$ cat config.mk
export PLATFORM = sky130hd
export DESIGN_NAME = tp_register_file_sb
export DESIGN_NICKNAME = d
export VERILOG_FILES = /design/src/rtl/tp_register_file_sb.sv
export SDC_FILE = /design/constraint.sdc
export NUM_CORES = 2
export LEC_CHECK = 0
export CORE_MARGIN = 8
export CORE_UTILIZATION = 25
export DETAILED_ROUTE_END_ITERATION = 12
export MAX_ROUTING_LAYER = met4
export PLACE_DENSITY = 0.39
export SLEW_MARGIN = 15
export SYNTH_ARGS = -nofsm -noshare
export SYNTH_HDL_FRONTEND = slang
export SYNTH_SLANG_ARGS = --single-unit
$ cat constraint.sdc
create_clock -name Clk -period 3.2 [get_ports Clk]
set_input_delay 0.64 -clock Clk [delete_from_list [all_inputs] [get_ports Clk]]
set_output_delay 0.64 -clock Clk [all_outputs]
set_load 0.05 [all_outputs]
$ cat src/rtl/tp_register_file_sb.sv
// Two-read/one-write register file with a per-register busy scoreboard and pending counter.
// Define TP_RF_BYPASS_EN to forward same-cycle write data and busy state onto the read ports.
module tp_register_file_sb #(
  parameter int DATA_W   = 32,
  parameter int ADDR_W   = 5,
  parameter int ZERO_REG = 1
) (
  input  logic              Clk,
  input  logic              Clr_n,
  input  logic [DATA_W-1:0] PW,
  input  logic [ADDR_W-1:0] RW,
  input  logic              LE,
  input  logic [ADDR_W-1:0] RA,
  input  logic [ADDR_W-1:0] RB,
  output logic [DATA_W-1:0] PA,
  output logic [DATA_W-1:0] PB,
  input  logic              RSV,
  input  logic [ADDR_W-1:0] RV,
  output logic              BusyA,
  output logic              BusyB,
  output logic [ADDR_W:0]   PendCnt
);
  localparam int DEPTH = 1 << ADDR_W;
  localparam int NPORT = 2;

  logic [DEPTH-1:0][DATA_W-1:0] regs_q, regs_d;
  logic [DEPTH-1:0]             busy_q, busy_d;
  logic [ADDR_W:0]              pend_cnt_q, pend_cnt_d;
  logic                         le_ok, rsv_ok, cnt_inc, cnt_dec;

  logic [NPORT-1:0][ADDR_W-1:0] rd_addr;
  logic [NPORT-1:0][DATA_W-1:0] rd_data;
  logic [NPORT-1:0]             rd_busy;

  // Register 0 is hardwired when ZERO_REG is set, so its strobes are dropped here.
  assign le_ok  = LE  && !((ZERO_REG != 0) && (RW == '0));
  assign rsv_ok = RSV && !((ZERO_REG != 0) && (RV == '0));

  // A reserve to the register being written keeps it busy: the new producer is still pending.
  assign cnt_inc = rsv_ok && !busy_q[RV];
  assign cnt_dec = le_ok && busy_q[RW] && !(rsv_ok && (RV == RW));

  always_comb begin
    regs_d     = regs_q;
    busy_d     = busy_q;
    pend_cnt_d = pend_cnt_q + (ADDR_W+1)'(cnt_inc) - (ADDR_W+1)'(cnt_dec);
    if (le_ok) begin
      regs_d[RW] = PW;
      busy_d[RW] = 1'b0;
    end
    if (rsv_ok) busy_d[RV] = 1'b1;
  end

  always_ff @(posedge Clk or negedge Clr_n) begin
    if (!Clr_n) begin
      regs_q     <= '0;
      busy_q     <= '0;
      pend_cnt_q <= '0;
    end else begin
      regs_q     <= regs_d;
      busy_q     <= busy_d;
      pend_cnt_q <= pend_cnt_d;
    end
  end

  assign rd_addr = {RB, RA};

  always_comb begin
    rd_data = '0;
    rd_busy = '0;
    for (int p = 0; p < NPORT; p++) begin
      rd_data[p] = regs_q[rd_addr[p]];
      rd_busy[p] = busy_q[rd_addr[p]];
`ifdef TP_RF_BYPASS_EN
      if (le_ok && (RW == rd_addr[p])) begin
        rd_data[p] = PW;
        rd_busy[p] = rsv_ok && (RV == RW);
      end
`endif
      if ((ZERO_REG != 0) && (rd_addr[p] == '0)) begin
        rd_data[p] = '0;
        rd_busy[p] = 1'b0;
      end
    end
  end

  assign PA      = rd_data[0];
  assign PB      = rd_data[1];
  assign BusyA   = rd_busy[0];
  assign BusyB   = rd_busy[1];
  assign PendCnt = pend_cnt_q;
endmodule

==> impl_metrics.yaml <==
power_and_ir_drop:
  total_power_w: 0.0455
  ir_worst_vdd_uv: 549
  p_seq_share_pct: 39.6
  cellLeakagePower_nw: 31.9
  net-switching-power_w: 0.0134
  comb_power_share_pct: 27.0
  cellPowerDensity_nw_per_um2: 598
  clkPwrFrac_pct: 33.5
  internal_power_w: 0.0320
  sw_frac_of_total_pct: 29.5
synthesis:
  ys_seq_area_share_pct: 46.6
  synth_ff_type: "dfrtp_1"
  avgSynthCellArea_um2: 15.1
  async_reset_ff_share_pct: 100
  syn_nets: 3840
  synthesis.area_um2: 57000
  yosys_register_bits: 1062
  ys_warn_count: 0
  synth_edf_count: 0
  yosysUniqueCellTypes: 51
  syn_inst: 3777
die:
  fp.dieH_um: 494
  die-area_um2: 244000
  io_pins: 128
  die_w_um: 494
  core-area_um2: 227000
  num_rows: 175
  initial_core_util_pct: 25.1
setup_path:
  worstPathMaxFanout: 6
  worstSetupStartpointType: "primary input"
  reg2reg_from: "busy_q[17]$_DFF_PN0_"
  cp.arrival_ns: 2.66
  reg2reg_depth: 14
  crit_type: "primary input to output port"
  reg2reg_slack_ns: 0.13
  r2r_end: "PendCnt[4]$_DFF_PN0_"
  endpoint_kind: "output port"
  startpoint: "RA[0]"
  crit_required_ns: 2.56
sta:
  setup_viol: 16
  max_freq_mhz: 303
  finalCritPeriodShare_pct: 103
  period_needed_ns: 3.30
  max_slew_margin_pct: 38.8
  hold_violations: 0
  fin_ws_ns: -0.103
  skew_ns: 0.0130
  drv_slew: 0
  rsz0062_at_grt: "true"
  worst_pin_slew_ns: 0.912
clock_network:
  cts_sinks: 1062
  clock_path_buffers: 3
  cts_root_buffer: "clkbuf_16"
  clkTransAtPathRegs_ns: 0.06
  cts-buffers-inserted: 136
  htreeDepth: 4
  cts_tree: "yes"
  clkLatencyLatePin_ns: 0.79
drt:
  ant_nets: 0
  viasPerCell: 5.03
  drt-pass1-iter-count: 5
  wl_per_cell_um: 31.0
  drc: 0
  via_count: 37381
  drt_iter0_drc: 2311
  wl_mm: 230
hold_path:
  min_delay_path_depth: 0
  hp-class: "flip-flop to flip-flop"
  min-delay-start: "regs_q[1]$_DFFE_PN0P_"
  hold_path_end: "regs_q[1]$_DFFE_PN0P_"
global_route:
  grt_max_degree: 106
  gr-total-overflow: 0
  first_global_vias: 40233
  grt_pass1_wl_mm: 326
  antenna_found_initial: 12
  grt_use_total_pct: 19.1
placed_design:
  gp_congestion: 0.821
  port_buffers: 127
  hpwl_mm: 152
  postPlaceCellArea_um2: 68900
cells_and_area:
  layout-drive-gt1-share_pct: 64.0
  areaGrowthSynthToFinish_pct: 33.3
  sequential_cell_area_um2: 26600
  num-nets-final: 4378
  fillers: 21890
  design_area_um2: 76000
  multi_input_comb_area_um2: 30800
run:
  max_cap_viol_count: 0
status:
  violations: "setup timing"
  status: "complete, but fails checks"
-- power groups by stage --
stage	clock network, W	registers (W)	logic, W
6_report	0.0152	0.0180	0.0123
3_3_place_gp	0	0.0181	0.0115
3_5_place_dp	0	0.0182	0.0116
2_1_floorplan	0	0.0176	0.00750
5_1_grt	0.0163	0.0184	0.0130
4_1_cts	0.0158	0.0179	0.0121
-- flip-flops by register name (all words and copies together), names as in the netlist --
register	flops
PendCnt	6
busy_q	32
regs_q	1024
-- per-stage QoR --
step	instances	hold WS [ns]	worst slack (ns)	util [%]	TNS, ns
2_1_floorplan	3777	0.344	-0.300	-	-9.90
3_3_place_gp	7071	0.361	-0.712	30.3	-57.31
3_5_place_dp	7071	0.363	-0.646	30.3	-53.21
4_1_cts	7372	0.367	-0.263	33.0	-2.83
5_1_grt	7426	0.379	-0.247	33.5	-2.19
6_report	7426	0.373	-0.103	33.5	-0.703
-- cell usage in the layout (no fill, tap or decap), types with 24 or more instances in the layout --
cell             Yosys  final
mux2i_2              0     36
clkbuf_1           230     40
a211oi_2             0     27
buf_6                9     44
mux2i_1            141     94
dfrtp_1           1062   1058
mux4_2             514    514
a221oi_4             0     25
nand2_1            140    125
clkbuf_8             0     31
nor2b_1             50     33
clkbuf_16            0    151
o2111a_2             0     29
a22oi_1             25     24
mux2_2            1016   1007
buf_4               15    459
buf_12               0    246
mux2_4              29     38
clkdlybuf4s50_1      0     50
o21ai_0             62     42
a2111oi_4            0     39
-- logic make-up (layout without fill, tap and decap cells) --
logic type	after synthesis	after routing	share of synthesized area, %
compound gates	283	283	3.81
xor+xnor	10	10	0.154
fa+ha+maj	7	7	0.167
buf+inv	460	1096	3.55
flops	1062	1062	46.6
mux	1700	1700	43.6
other cells	0	4	0
simple gates	255	255	2.08
-- worst max-delay path by stage --
stage                                 endpoint  cells after the start
final                                   PA[10]                     10
after global routing                    PA[24]                      5
after CTS                               PA[24]                      5
after detailed placement  PendCnt[5]$_DFF_PN0_                     14
after global placement    PendCnt[4]$_DFF_PN0_                     15
after floorplan                         PB[16]                      8
-- synth_stat cells (all sizes together), types with 7 or more instances --
master      n  area share [%]
a2111oi    41            0.63
a211oi     41            0.54
a221oi     26            0.40
a22oi      25            0.33
buf       215             1.9
clkbuf    231             1.5
dfrtp    1062              47
inv        14           0.092
mux2     1045              21
mux2i     141             2.5
mux4      514              20
nand2     140            0.92
nand3       8           0.070
nor2       23            0.15
nor2b      50            0.55
o2111a     41            0.81
o21ai      62            0.54
o22ai      28            0.31
xnor2       7            0.11
-- worst max-delay path, stage by stage --
cell and delay, ns:
buf_16 0.13, buf_16 0.14, buf_12 0.13, buf_6 0.11, mux4_2 0.32, mux2i_1 0.07
o2111a_2 0.29, a2111oi_4 0.46, buf_4 0.20, buf_12 0.13
-- repair_timing --
action	CTS	global route
buffers inserted	75	65
pin swaps	57	52
cloned	10	5
hold buffers	1	0
endpoints found under the hold margin	15	0
gates resized for setup	194	163
endpoints found under the setup margin	66	66
-- routing by layer --
layer / vias up / global-route usage (%) / part of all wire (%)
li1: 15759 / - / -
met1: 20692 / 25.2 / 45
met2: 656 / 31.7 / 50
met3: 274 / 2.36 / 3.0
met4: 0 / 4.34 / 2.4
met5: - / - / 0
-- area by class of cell --
| class | instances | share of cell area [%] |
|---|---|---|
| multi-input cells | 2255 | 40.5 |
| flip-flops and latches | 1062 | 35.0 |
| repair buffers | 846 | 13.8 |
| clock buffers | 213 | 5.45 |
| well taps | 3009 | 4.95 |
| clock inverters | 23 | 0.259 |
| inverters | 14 | 0.0692 |
| diodes | 4 | 0.0132 |
Note: power is estimated with default switching activity, not from simulation.
